**src/rtl/seq_detect_ctrl.sv**
```systemverilog
// Serial pattern detector controller: configurable pattern, overlap mode and
// window length, with a saturating hit counter and hit/done pulses.
module seq_detect_ctrl #(
    parameter int PAT_W = 5,
    parameter int CNT_W = 8,
    parameter int WIN_W = 16
) (
    input  logic             clk,
    input  logic             clr,
    input  logic             cfg_valid,
    output logic             cfg_ready,
    input  logic [PAT_W-1:0] cfg_pattern,
    input  logic             cfg_overlap,
    input  logic [WIN_W-1:0] cfg_window,
    input  logic             start,
    input  logic             abort,
    input  logic             bit_valid,
    input  logic             bit_in,
    output logic             busy,
    output logic             hit,
    output logic             done,
    output logic [CNT_W-1:0] hit_cnt
);

    localparam int FW = $clog2(PAT_W + 1);
    localparam logic [FW-1:0] FULL = FW'(PAT_W);

    typedef enum logic [1:0] {
        IDLE  = 2'd0,
        ARMED = 2'd1,
        RUN   = 2'd2,
        DONE  = 2'd3
    } state_t;

    state_t           state_q;
    logic [PAT_W-1:0] pat_q;
    logic             ovl_q;
    logic [WIN_W-1:0] win_q;
    logic [PAT_W-1:0] sh_q, sh_d;
    logic [FW-1:0]    fill_q, fill_d;
    logic [WIN_W-1:0] bcnt_q, bcnt_d;
    logic [CNT_W-1:0] cnt_q, cnt_d;
    logic             hit_q, done_q, busy_q;
    logic             match, last;

    assign cfg_ready = (state_q == IDLE) || (state_q == ARMED);
    assign busy      = busy_q;
    assign hit       = hit_q;
    assign done      = done_q;
    assign hit_cnt   = cnt_q;

    // Post-shift view of the datapath for the bit being accepted this edge
    always_comb begin
        sh_d   = {sh_q[PAT_W-2:0], bit_in};
        fill_d = (fill_q == FULL) ? FULL : fill_q + 1'b1;
        bcnt_d = bcnt_q + 1'b1;
        cnt_d  = (&cnt_q) ? cnt_q : cnt_q + 1'b1;
        match  = (fill_d == FULL) && (sh_d == pat_q);
        last   = (win_q != '0) && (bcnt_d == win_q);
    end

    always_ff @(posedge clk or negedge clr) begin
        if (!clr) begin
            state_q <= IDLE;
            pat_q   <= '0;
            ovl_q   <= 1'b0;
            win_q   <= '0;
            sh_q    <= '0;
            fill_q  <= '0;
            bcnt_q  <= '0;
            cnt_q   <= '0;
            hit_q   <= 1'b0;
            done_q  <= 1'b0;
            busy_q  <= 1'b0;
        end else begin
            hit_q  <= 1'b0;
            done_q <= 1'b0;
            unique case (state_q)
                IDLE, ARMED: begin
                    if (cfg_valid) begin
                        pat_q   <= cfg_pattern;
                        ovl_q   <= cfg_overlap;
                        win_q   <= cfg_window;
                        state_q <= ARMED;
                    end else if (state_q == ARMED && start) begin
                        sh_q    <= '0;
                        fill_q  <= '0;
                        bcnt_q  <= '0;
                        cnt_q   <= '0;
                        busy_q  <= 1'b1;
                        state_q <= RUN;
                    end
                end
                RUN: begin
                    if (abort) begin
                        busy_q  <= 1'b0;
                        state_q <= ARMED;
                    end else if (bit_valid) begin
                        sh_q   <= sh_d;
                        fill_q <= (match && !ovl_q) ? '0 : fill_d;
                        bcnt_q <= bcnt_d;
                        if (match) begin
                            hit_q <= 1'b1;
                            cnt_q <= cnt_d;
                        end
                        if (last) begin
                            busy_q  <= 1'b0;
                            done_q  <= 1'b1;
                            state_q <= DONE;
                        end
                    end
                end
                DONE: begin
                    state_q <= ARMED;
                end
                default: state_q <= IDLE;
            endcase
        end
    end

endmodule

```
**config.mk**
```make
export PLATFORM = sky130hd
export DESIGN_NAME = seq_detect_ctrl
export DESIGN_NICKNAME = d
export VERILOG_FILES = /design/src/rtl/seq_detect_ctrl.sv
export SDC_FILE = /design/constraint.sdc
export NUM_CORES = 1
export LEC_CHECK = 0
export CAP_MARGIN = 0
export CORE_ASPECT_RATIO = 0.7
export CORE_MARGIN = 3
export CORE_UTILIZATION = 50
export DETAILED_ROUTE_END_ITERATION = 7
export PLACE_DENSITY_LB_ADDON = 0.1
export SYNTH_ARGS = -nofsm -noshare
export SYNTH_HDL_FRONTEND = slang
export SYNTH_SLANG_ARGS = --single-unit
```
**constraint.sdc**
```tcl
create_clock -name clk -period 1.85 [get_ports clk]
set_input_delay 0.37 -clock clk [delete_from_list [all_inputs] [get_ports clk]]
set_output_delay 0.37 -clock clk [all_outputs]
set_load 0.05 [all_outputs]
```
==> results of run 1 <==
[registers in the layout, indices dropped and copies added, names as in the netlist]
name	flops
hit	1
sh_q	4
hit_cnt	8
win_q	16
ovl_q	1
done	1
busy	1
bcnt_q	16
pat_q	5
fill_q	3
state_q	2
[timing repair]
item / in CTS / in global routing
setup buffers: 2 / 2
pin swaps: 13 / 18
setup endpoints to repair: 14 / 13
resized for setup: 13 / 20
[cells in the mapped netlist, types with 2 or more instances]
cell type  count  area share [%]
a21o_1         2            0.48
a21oi_1        4            0.64
a22o_1         2            0.56
a22oi_1        2            0.48
and3_1         8             1.6
buf_6          2            0.72
clkbuf_1       7            0.84
dfrtp_1       58              46
ha_1           2            0.80
inv_1          8            0.96
mux2_2        22             7.9
nand2_1       30             3.6
nand3_1       16             2.6
nand4_1        6             1.2
nor2_1        27             3.2
nor2b_1        3            0.60
nor3_1         5            0.80
nor3b_1        4            0.96
nor4_1         4            0.80
o21ai_0       24             3.8
o21ai_1        7             1.1
o31a_1         3            0.84
o31ai_1        6             1.4
or3_1          3            0.60
or4_1          2            0.48
xnor2_1       22             6.2
xor2_1         7             2.0
[final cells by class]
type / count / area, um^2 / share of cell area (%)
multi-input combinational: 234 / 1770 / 39.4
clock inverter: 7 / 93.8 / 2.09
inverter: 8 / 30.0 / 0.670
clock buffer: 9 / 124 / 2.76
tap: 75 / 93.8 / 2.09
timing repair buffer: 105 / 913 / 20.4
sequential: 58 / 1460 / 32.6
[path summary, 6_finish.rpt]
path / from / to / cells past startpoint
max: bcnt_q[0] / state_q[0] / 7
min: clr / win_q[14] / 2
max reg2reg: bcnt_q[0] / state_q[0] / 7
min reg2reg: sh_q[3] / sh_q[3] / 2
max in group asynchronous: clr / bcnt_q[1] / 2
min in group clk: bit_in / sh_q[0] / 3
[kinds of logic (layout without fill, tap and decap cells)]
kind of cell    Yosys count  in the layout
simple gates            122            122
flops                    58             58
buf+inv                  19            129
mux                      23             23
fa+ha+maj                 2              2
compound gates           57             57
xor+xnor                 30             30
[through the flow]
stage               instance area [um^2]  cells  setup WS (ns)  total power, uW
global route                        4480    496         -0.297             3380
global placement                    4090    476         -0.373             1940
detailed placement                  4090    476         -0.402             1960
floorplan                           3190    311         -0.166             1720
CTS                                 4380    494         -0.132             3250
finish                              4480    496         -0.160             3240
[cell usage in the layout, fill, tap and decap left out, drive strengths merged, types with 9 or more instances in the layout]
cell type / netlist / routed
clkbuf: 7 / 9
xnor2: 22 / 22
mux2: 22 / 22
nand2: 30 / 30
o21ai: 31 / 31
buf: 4 / 77
nand3: 17 / 17
and3: 9 / 9
nor2: 27 / 27
dfrtp: 58 / 58
clkdlybuf4s50: 0 / 26
[power groups by stage]
| stage | Clock [uW] | Combinational (uW) | Sequential, uW |
|---|---|---|---|
| after floorplan | 0 | 264 | 1460 |
| after global placement | 0 | 477 | 1460 |
| after detailed placement | 0 | 492 | 1460 |
| after CTS | 1300 | 503 | 1440 |
| after global routing | 1370 | 551 | 1460 |
| final | 1290 | 512 | 1440 |
[routing by layer]
metal	GRT usage, %	vias to the layer above
met5	0	-
li1	-	1322
met3	5.38	20
met1	32.7	1360
met4	8.37	0
met2	37.1	101
==> impl_metrics.env, run 1 <==
export IMPL_count_of_vias_placed_by_the_detailed_router=2803
export IMPL_num_rows=23
export IMPL_hpwl_mm=5.73
export IMPL_totalWireLength_mm=8.18
export IMPL_drt_vias_per_instance=5.65
export IMPL_time_the_worst_path_needs_with_i_o_delays_and_setup_ns=2.01
export IMPL_timing_final_max_slew_violations=0
export IMPL_finalNetCount=447
export IMPL_wl_met1_mm=3.69
export IMPL_core_um2=5900
export IMPL_grt_pass1_wl_mm=13.3
export IMPL_highest_attainable_clock_frequency_mhz=498
export IMPL_critical_path_class="flop to flop"
export IMPL_synth_area_mux_share_pct=8.24
export IMPL_maximum_count_of_clock_buffers_along_a_single_path=2
export IMPL_synth_flop_cell="dfrtp_1"
export IMPL_cp_top_family="simple AND/OR/NAND/NOR gates"
export IMPL_worstPathRequired_ns=2.11
export IMPL_grt_setup_unrepaired="yes"
export IMPL_cp_max_fo=4
export IMPL_crit_buf_inv=0
export IMPL_worstSkewPairLatency_ns=0.34
export IMPL_synth_edff_count=0
export IMPL_fp_dieArea_um2=7260
export IMPL_first_pass_iters=7
export IMPL_syn_std_cell_area_um2=3130
export IMPL_timing_hold_violations_final=0
export IMPL_num_fill_cells=435
export IMPL_die_height_um=72.2
export IMPL_min_path_type="primary input to async pin"
export IMPL_maximum_number_of_pins_on_one_net_before_global_route_repair=59
export IMPL_max_slew_margin_rel_pct=66.3
export IMPL_worstPathArrival_ns=2.27
export IMPL_synth_net_count=342
export IMPL_grt_pass1_vias=2738
export IMPL_final_setup_tns_ns=-0.669
export IMPL_worst_path_cell_with_the_longest_stage_delay="dfrtp_2"
export IMPL_synth_xor_xnor_area_share_pct=8.84
export IMPL_irDropWorstVdd_uv=410
export IMPL_numClockSinks=58
export IMPL_pin_count=41
export IMPL_fin_worst_skew_ns=0.00899
export IMPL_number_of_distinct_standard_cells_referenced_by_the_synthesized_netlist=52
export IMPL_chipWidth_um=101
export IMPL_cts_root_buf="clkbuf_8"
export IMPL_tightest_slew_ns=0.505
export IMPL_top_signal_layer_used="met4"
export IMPL_synth_async_sr_flop_share_pct=100
export IMPL_setup_viol=8
export IMPL_worst_setup_path_start_kind="flop"
export IMPL_port_buffers=40
export IMPL_pwr_share_seq_pct=44.5
export IMPL_clock_buffers_created_by_tritoncts=9
export IMPL_synth_compound_gate_area_share_pct=11.8
export IMPL_drt_first_iter_violations=213
export IMPL_violated_checks="setup timing"
export IMPL_synthesis_warnings=0
export IMPL_final_critical_path_setup_slack_ns=-0.160
export IMPL_tritoncts_clock_tree="yes"
export IMPL_avgSynthCellArea_um2=10.1
export IMPL_cell_internal_pwr_uw=2390
export IMPL_cpMostUsedCell="nand4_1"
export IMPL_clkPwrFrac_pct=39.7
export IMPL_kind_of_end_point_of_the_critical_path="flop"
export IMPL_total_switching_power_uw=856
export IMPL_power_density_nw_per_um2=724
export IMPL_yosys_area_share_adder_pct=0.800
export IMPL_run_status="complete, but fails checks"
export IMPL_global_route_overflow_total=0
export IMPL_dr_wl_met3_um=502
export IMPL_utilization_pct=75.9
export IMPL_timing_critical_path_slowest_cell_delay_ns=0.46
export IMPL_power_leakage_uw=0.00200
export IMPL_cts_hold_fix_buffers=0
export IMPL_maxCapViolations=0
export IMPL_globalRouteTotalUtil_pct=23.7
export IMPL_area_added_between_synthesis_and_finish_pct=43.2
export IMPL_synthCells=311
export IMPL_synth_seq_area_share_pct=46.4
export IMPL_met2WireLength_mm=3.81
export IMPL_clkTransAtPathRegs_ns=0.07
export IMPL_synth_seq_cells=58
export IMPL_layout_drive_gt1_share_pct=35.6
export IMPL_cts_htree_levels=3
export IMPL_yosys_area_share_simple_pct=21.0
export IMPL_power_switching_share_pct=26.4
export IMPL_synth_top_family_by_area="simple AND/OR/NAND/NOR gates"
export IMPL_initial_core_util_pct=53.0
export IMPL_detail_route_antenna_nets=0
export IMPL_period_share_pct=109
export IMPL_worst_hold_slack_ns=0.0228
export IMPL_post_drt_wl_per_cell_um=16.5
export IMPL_gp_routability_congestion=0.857
export IMPL_detail_route_drc_violations=0
export IMPL_combinationalPowerShare_pct=15.8
export IMPL_reg2reg_setup_slack_ns=-0.16
export IMPL_antenna_found_initial=0
export IMPL_path_cells="ha_4 > xnor2_2 > and4_1 > nand4_1 > nor4_4 > nand4_1 > a22oi_1"
export IMPL_insertedDiodeCount=0
(Power assumes the default switching activity.)
==> inputs of run 2 (changes only) <==
--- a/config.mk
+++ b/config.mk
@@ -5,6 +5,7 @@
 export SDC_FILE = /design/constraint.sdc
 export NUM_CORES = 1
 export LEC_CHECK = 0
+export ABC_AREA = 1
 export CAP_MARGIN = 0
 export CORE_ASPECT_RATIO = 0.7
 export CORE_MARGIN = 3
==> run 2 against run 1 <==
  * The flow still finishes with violations (setup timing)
  * Worst hold slack better by 0.47 ns
  * Global-route usage down 0.60 points
  * Sequential power up 8%
  * Power up 12%
  * Cell count up 14%
  * Die area up 1.4%
  * Non-clock buffer count down 27
  * Highest routed layer unchanged
  * First-iteration DRC count down 37%
  * Synthesized cell count up 31%
  * Worst setup slack better by 0.082 ns
  * Clock skew up 0.0038 ns
  * Largest power group unchanged
==> impl_metrics.env, run 2 <==
export IMPL_dp_cells=545
export IMPL_post_synth_top_count_cell="nand2_1"
export IMPL_first_pass_iters=4
export IMPL_grt_util_met3_pct=6.69
export IMPL_mostFrequentLayoutCells="nand2_1 (99), dfrtp_1 (55), inv_1 (49)"
export IMPL_count_of_vias_placed_by_the_detailed_router=2975
export IMPL_grt_util_met1_pct=31.6
export IMPL_chipWidth_um=101
export IMPL_numClockSinks=58
export IMPL_setup_viol=3
export IMPL_detailedPlace_worstSlack_ns=-0.160
export IMPL_clock_buffers_created_by_tritoncts=9
export IMPL_number_of_distinct_standard_cells_referenced_by_the_synthesized_netlist=33
export IMPL_post_drt_wl_per_cell_um=14.0
export IMPL_pin_count=41
export IMPL_detail_route_antenna_nets=0
export IMPL_run_status="complete, but fails checks"
export IMPL_power_leakage_uw=0.00198
export IMPL_min_path_type="primary input to async pin"
export IMPL_worstReg2RegStart="bcnt_q[0]"
export IMPL_reg2reg_setup_slack_ns=-0.08
export IMPL_cp_top_family="simple AND/OR/NAND/NOR gates"
export IMPL_maxCapViolations=0
export IMPL_synth_edff_count=0
export IMPL_worst_setup_path_startpoint="bcnt_q[0]"
export IMPL_grt_util_met2_pct=35.6
export IMPL_synthCells=407
export IMPL_critical_path_class="flop to flop"
export IMPL_globalRouteTotalUtil_pct=23.1
export IMPL_totalWireLength_mm=7.95
export IMPL_violated_checks="setup timing"
export IMPL_grt_setup_unrepaired="yes"
export IMPL_reg2regPathDepth=16
export IMPL_clkTransAtPathRegs_ns=0.07
export IMPL_worst_setup_path_start_kind="flop"
export IMPL_layout_drive_gt1_share_pct=22.6
export IMPL_path_cells="ha_4 > buf_4 > inv_1 > nand2_2 > nand3b_1 > nand2_1 > inv_1 > nand3_1 > nor2_1 > nand3_1 > nor2_1 > nand3_2 > nand2_2 > nand2_1 > nand2_1 > nand2_1"
export IMPL_initial_core_util_pct=53.6
export IMPL_synth_async_sr_flop_share_pct=100
export IMPL_synth_xor_xnor_area_share_pct=2.91
export IMPL_r2r_path_end="state_q[0]"
export IMPL_drt_first_iter_violations=134
export IMPL_syn_std_cell_area_um2=3180
export IMPL_worstPathRequired_ns=2.08
export IMPL_num_rows=23
export IMPL_synth_top_cells_by_area="dfrtp_1 (46%), nand2_1 (12%), inv_1 (5.8%)"
export IMPL_synth_area_mux_share_pct=4.25
export IMPL_tritoncts_clock_tree="yes"
export IMPL_synth_top_area_share_pct=45.7
export IMPL_final_critical_path_setup_slack_ns=-0.0777
export IMPL_worstSkewPairLatency_ns=0.34
export IMPL_max_slew_margin_rel_pct=67.4
export IMPL_cp_max_fo=3
export IMPL_timing_hold_violations_final=0
export IMPL_worst_hold_slack_ns=0.494
export IMPL_core_um2=5930
export IMPL_grt_pass1_vias=2852
export IMPL_cts_htree_levels=3
export IMPL_yosys_area_share_adder_pct=0.788
export IMPL_fin_worst_skew_ns=0.0128
export IMPL_highest_attainable_clock_frequency_mhz=519
export IMPL_synth_net_count=438
export IMPL_port_buffers=40
export IMPL_grt_pass1_wl_mm=13.1
export IMPL_worst_path_cell_with_the_longest_stage_delay="dfrtp_1"
export IMPL_irDropWorstVdd_uv=474
export IMPL_maximum_number_of_pins_on_one_net_before_global_route_repair=42
export IMPL_crit_buf_inv=3
export IMPL_time_the_worst_path_needs_with_i_o_delays_and_setup_ns=1.93
export IMPL_detail_route_drc_violations=0
export IMPL_maximum_count_of_clock_buffers_along_a_single_path=2
export IMPL_cts_root_buf="clkbuf_8"
export IMPL_layout_cells_most_common="nand2_1"
export IMPL_synth_compound_gate_area_share_pct=9.14
export IMPL_drt_vias_per_instance=5.26
export IMPL_global_route_overflow_total=0
export IMPL_synth_flop_cell="dfrtp_1"
export IMPL_gp_routability_congestion=0.919
export IMPL_synthesis_warnings=0
export IMPL_kind_of_end_point_of_the_critical_path="flop"
export IMPL_synth_seq_cells=58
export IMPL_period_share_pct=104
export IMPL_die_height_um=72.7
export IMPL_worstPathArrival_ns=2.16
export IMPL_totalPowerFinal_uw=3620
export IMPL_globalRoute_busiestLayer="met2"
export IMPL_power_density_nw_per_um2=856
export IMPL_yosys_top_cells_count="nand2_1 (105), dfrtp_1 (58), inv_1 (49), nor2_1 (46), nand3_1 (35)"
export IMPL_hpwl_mm=5.84
export IMPL_yosys_area_share_simple_pct=29.6
export IMPL_synth_largest_area_cell="dfrtp_1"
export IMPL_final_setup_tns_ns=-0.122
export IMPL_timing_final_max_slew_violations=0
export IMPL_antenna_found_initial=0
export IMPL_synth_seq_area_share_pct=45.7
export IMPL_avgSynthCellArea_um2=7.81
export IMPL_finalNetCount=519
export IMPL_timing_critical_path_slowest_cell_delay_ns=0.42
export IMPL_post_layout_nonfiller_instances=566
export IMPL_synth_top_family_by_area="simple AND/OR/NAND/NOR gates"
export IMPL_num_fill_cells=473
export IMPL_cpMostUsedCell="nand2_1"
export IMPL_insertedDiodeCount=0
export IMPL_tightest_slew_ns=0.490
export IMPL_area_added_between_synthesis_and_finish_pct=33.2
export IMPL_fp_dieArea_um2=7360
[run 2: cells by family after synthesis]
| logic type | after synthesis |
|---|---|
| simple gates | 212 |
| buf+inv | 63 |
| flops | 58 |
| compound gates | 51 |
| mux | 12 |
| xor+xnor | 9 |
| fa+ha+maj | 2 |
[run 2: timing repair]
item,4_1_cts,5_1_grt
pin swaps,9,16
setup buffers,2,4
endpoints found under the hold margin,17,0
gates resized for setup,11,20
hold buffers,1,0
setup endpoints to repair,5,9
cloned,0,0
[run 2: power by group]
part	leakage (uW)	switching, uW	internal (uW)	total [uW]
combinational	0.00113	441	363	804
sequential	0.000739	133	1420	1550
clock	0.000105	490	778	1270
total	0.00198	1060	2560	3620
[run 2: through the flow]
stage	instance area [um^2]	utilization, %
after detailed placement	3860	65.2
final	4230	71.4
after global placement	3860	65.2
after CTS	4130	69.6
after global routing	4230	71.4
after floorplan	3180	-
[run 2: metal layers]
layer,routed length (um),vias to the layer above,share of wire [%]
met3,499,13,6.3
met4,90,0,1.1
met1,3780,1402,48
met2,3580,70,45
li1,-,1490,-
met5,0,-,0
[run 2: worst max path at each step]
stage | cells after the start | endpoint
after floorplan | 11 | hit_cnt[6]
after global placement | 10 | hit_cnt[0]
after detailed placement | 10 | hit_cnt[0]
after CTS | 14 | state_q[0]
after global routing | 16 | state_q[0]
final | 16 | state_q[0]
[run 2: layout make-up]
cell class	count	area, um^2	area share, %
Clock buffer	11	141	3.34
Sequential cell	58	1460	34.4
Clock inverter	3	65.1	1.54
Multi-Input combinational cell	286	1570	37.2
Inverter	55	214	5.06
Timing Repair Buffer	78	688	16.3
Tap cell	75	93.8	2.22
==> inputs of run 3 (changes only) <==
--- a/config.mk
+++ b/config.mk
@@ -8,7 +8,6 @@
 export ABC_AREA = 1
 export CAP_MARGIN = 0
 export CORE_ASPECT_RATIO = 0.7
-export CORE_MARGIN = 3
 export CORE_UTILIZATION = 50
 export DETAILED_ROUTE_END_ITERATION = 7
 export PLACE_DENSITY_LB_ADDON = 0.1
==> run 3 against run 2 <==
  * The flow still finishes with violations (setup timing)
  * Utilization is 0.87 points lower
  * Power is 0.67% higher
  * Maximum frequency is 0.66% higher
  * Critical path type unchanged
  * Largest cell class unchanged
==> impl_metrics.env, run 3 (synthesis gave the netlist of run 2 again) <==
export IMPL_run_status="complete, but fails checks"
export IMPL_violated_checks="setup timing"
export IMPL_total_switching_power_uw=1060
export IMPL_detail_route_antenna_nets=0
export IMPL_layout_drive_gt1_share_pct=21.3
export IMPL_numClockSinks=58
export IMPL_maxCapViolations=0
export IMPL_maximum_number_of_pins_on_one_net_before_global_route_repair=59
export IMPL_met2WireLength_mm=3.49
export IMPL_finalNetCount=511
export IMPL_critical_path_class="flop to flop"
export IMPL_highest_attainable_clock_frequency_mhz=522
export IMPL_worstSkewPairLatency_ns=0.34
export IMPL_core_um2=5930
export IMPL_cp_max_fo=4
export IMPL_insertedDiodeCount=0
export IMPL_max_slew_margin_rel_pct=66.3
export IMPL_first_pass_iters=5
export IMPL_gp_routability_congestion=0.898
export IMPL_port_buffers=40
export IMPL_post_layout_nonfiller_instances=559
export IMPL_tightest_slew_ns=0.504
export IMPL_final_critical_path_setup_slack_ns=-0.0651
export IMPL_combinationalPowerShare_pct=21.0
export IMPL_design_area_um2=4180
export IMPL_global_route_overflow_total=0
export IMPL_worst_hold_slack_ns=0.0204
export IMPL_dp_cells=541
export IMPL_final_setup_tns_ns=-0.0651
export IMPL_grt_pass1_vias=2800
export IMPL_mostFrequentLayoutCells="nand2_1 (101), dfrtp_1 (54), inv_1 (48)"
export IMPL_setup_viol=1
export IMPL_worstPathRequired_ns=2.08
export IMPL_power_density_nw_per_um2=873
export IMPL_antenna_found_initial=0
export IMPL_timing_final_max_slew_violations=0
export IMPL_num_fill_cells=483
export IMPL_power_leakage_uw=0.00197
export IMPL_reg2regPathDepth=17
export IMPL_cts_htree_levels=3
export IMPL_count_of_vias_placed_by_the_detailed_router=2948
export IMPL_detail_route_drc_violations=0
export IMPL_area_added_between_synthesis_and_finish_pct=31.5
export IMPL_post_drt_wl_per_cell_um=14.0
export IMPL_hpwl_mm=5.62
export IMPL_worst_setup_path_start_kind="flop"
export IMPL_post_dp_cell_area_um2=3830
export IMPL_detailedPlace_worstSlack_ns=-0.144
export IMPL_wl_met1_mm=3.73
export IMPL_irDropWorstVdd_uv=494
export IMPL_drt_first_iter_violations=150
export IMPL_timing_hold_violations_final=0
export IMPL_dr_wl_met3_um=459
export IMPL_clock_buffers_created_by_tritoncts=9
export IMPL_die_height_um=68.7
export IMPL_globalRouteTotalUtil_pct=25.6
export IMPL_cell_internal_pwr_uw=2580
export IMPL_grt_setup_unrepaired="yes"
export IMPL_min_path_type="primary input to async pin"
export IMPL_period_share_pct=104
export IMPL_clkTransAtPathRegs_ns=0.07
export IMPL_cts_root_buf="clkbuf_8"
export IMPL_tritoncts_clock_tree="yes"
export IMPL_time_the_worst_path_needs_with_i_o_delays_and_setup_ns=1.92
export IMPL_top_signal_layer_used="met4"
export IMPL_pin_count=41
export IMPL_totalWireLength_mm=7.80
export IMPL_pwr_share_seq_pct=42.5
export IMPL_grt_pass1_wl_mm=12.9
export IMPL_worstPathArrival_ns=2.15
export IMPL_clkPwrFrac_pct=36.5
export IMPL_power_switching_share_pct=29.2
export IMPL_num_rows=23
export IMPL_drt_vias_per_instance=5.27
export IMPL_layout_cells_most_common="nand2_1"
export IMPL_maximum_count_of_clock_buffers_along_a_single_path=2
export IMPL_kind_of_end_point_of_the_critical_path="flop"
export IMPL_fin_worst_skew_ns=0.00740
export IMPL_initial_core_util_pct=53.6
export IMPL_chipWidth_um=97.3
export IMPL_fp_dieArea_um2=6680
-- run 3: cell types whose count changed in the layout (fill, tap and decap cells not counted), moves of 2 or more --
cell,before,now
nor2_1,41,43
clkinvlp_4,0,2
dlygate4sd2_1,2,0
buf_4,43,36
nand2_2,6,4
dlymetal6s2s_1,0,2
nor2_2,6,4
nand2_1,99,101
-- run 3: worst paths after layout --
kind                            startpoint         end  slack (ns)
worst max-delay path             bcnt_q[0]  state_q[0]       -0.07
worst min-delay path                   clr  hit_cnt[7]        0.02
worst max register to register   bcnt_q[0]  state_q[0]       -0.07
worst min register to register       ovl_q       ovl_q        0.51
max in group asynchronous              clr   bcnt_q[3]        1.55
min in group clk                     ovl_q       ovl_q        0.51
-- run 3: per-stage QoR --
step,util (%),power [uW]
detailed placement,64.7,2300
global route,70.5,3830
floorplan,-,2010
CTS,69.6,3660
global placement,64.7,2290
finish,70.5,3650
-- run 3: repair_timing --
item / CTS / global route
hold buffers: 0 / 0
resized for setup: 14 / 12
pin swaps: 13 / 17
buffers inserted: 2 / 1
endpoints found under the setup margin: 2 / 8
-- run 3: final cells by class --
cell class              instances  area [um^2]  share of cell area [%]
multi-input cells             286         1560                    37.3
clock inverters                 4         75.1                    1.80
clock buffers                  11          151                    3.62
repair buffers                 70          633                    15.1
inverters                      55          209                    5.00
flip-flops and latches         58         1460                    34.9
well taps                      75         93.8                    2.25
-- run 3: layer usage --
metal  vias up  GRT usage [%]
li1       1478              -
met4         0           11.8
met1      1375           34.3
met3        13           6.55
met2        82           40.0
met5         -              0
-- run 3: power by group through the flow --
stage / combinational (uW) / sequential [uW] / clock (uW)
global route: 851 / 1570 / 1410
floorplan: 405 / 1600 / 0
global placement: 729 / 1560 / 0
finish: 767 / 1550 / 1330
CTS: 760 / 1550 / 1360
detailed placement: 741 / 1560 / 0
-- run 3: worst max-delay path, cell delays in order, from the launching register on --
cell and delay, ns:
dfrtp_1 0.41, ha_4 0.20, buf_6 0.10, inv_2 0.03, nand2_2 0.06, nand2_1 0.06, nand2_1 0.06, nand2_1 0.05
inv_1 0.05, nand3_1 0.07, nor2_2 0.10, nand3_1 0.12, nor2_1 0.13, nand3_2 0.12, nand2_2 0.09, nand2_1 0.05
nand2_1 0.06, nand2_1 0.05
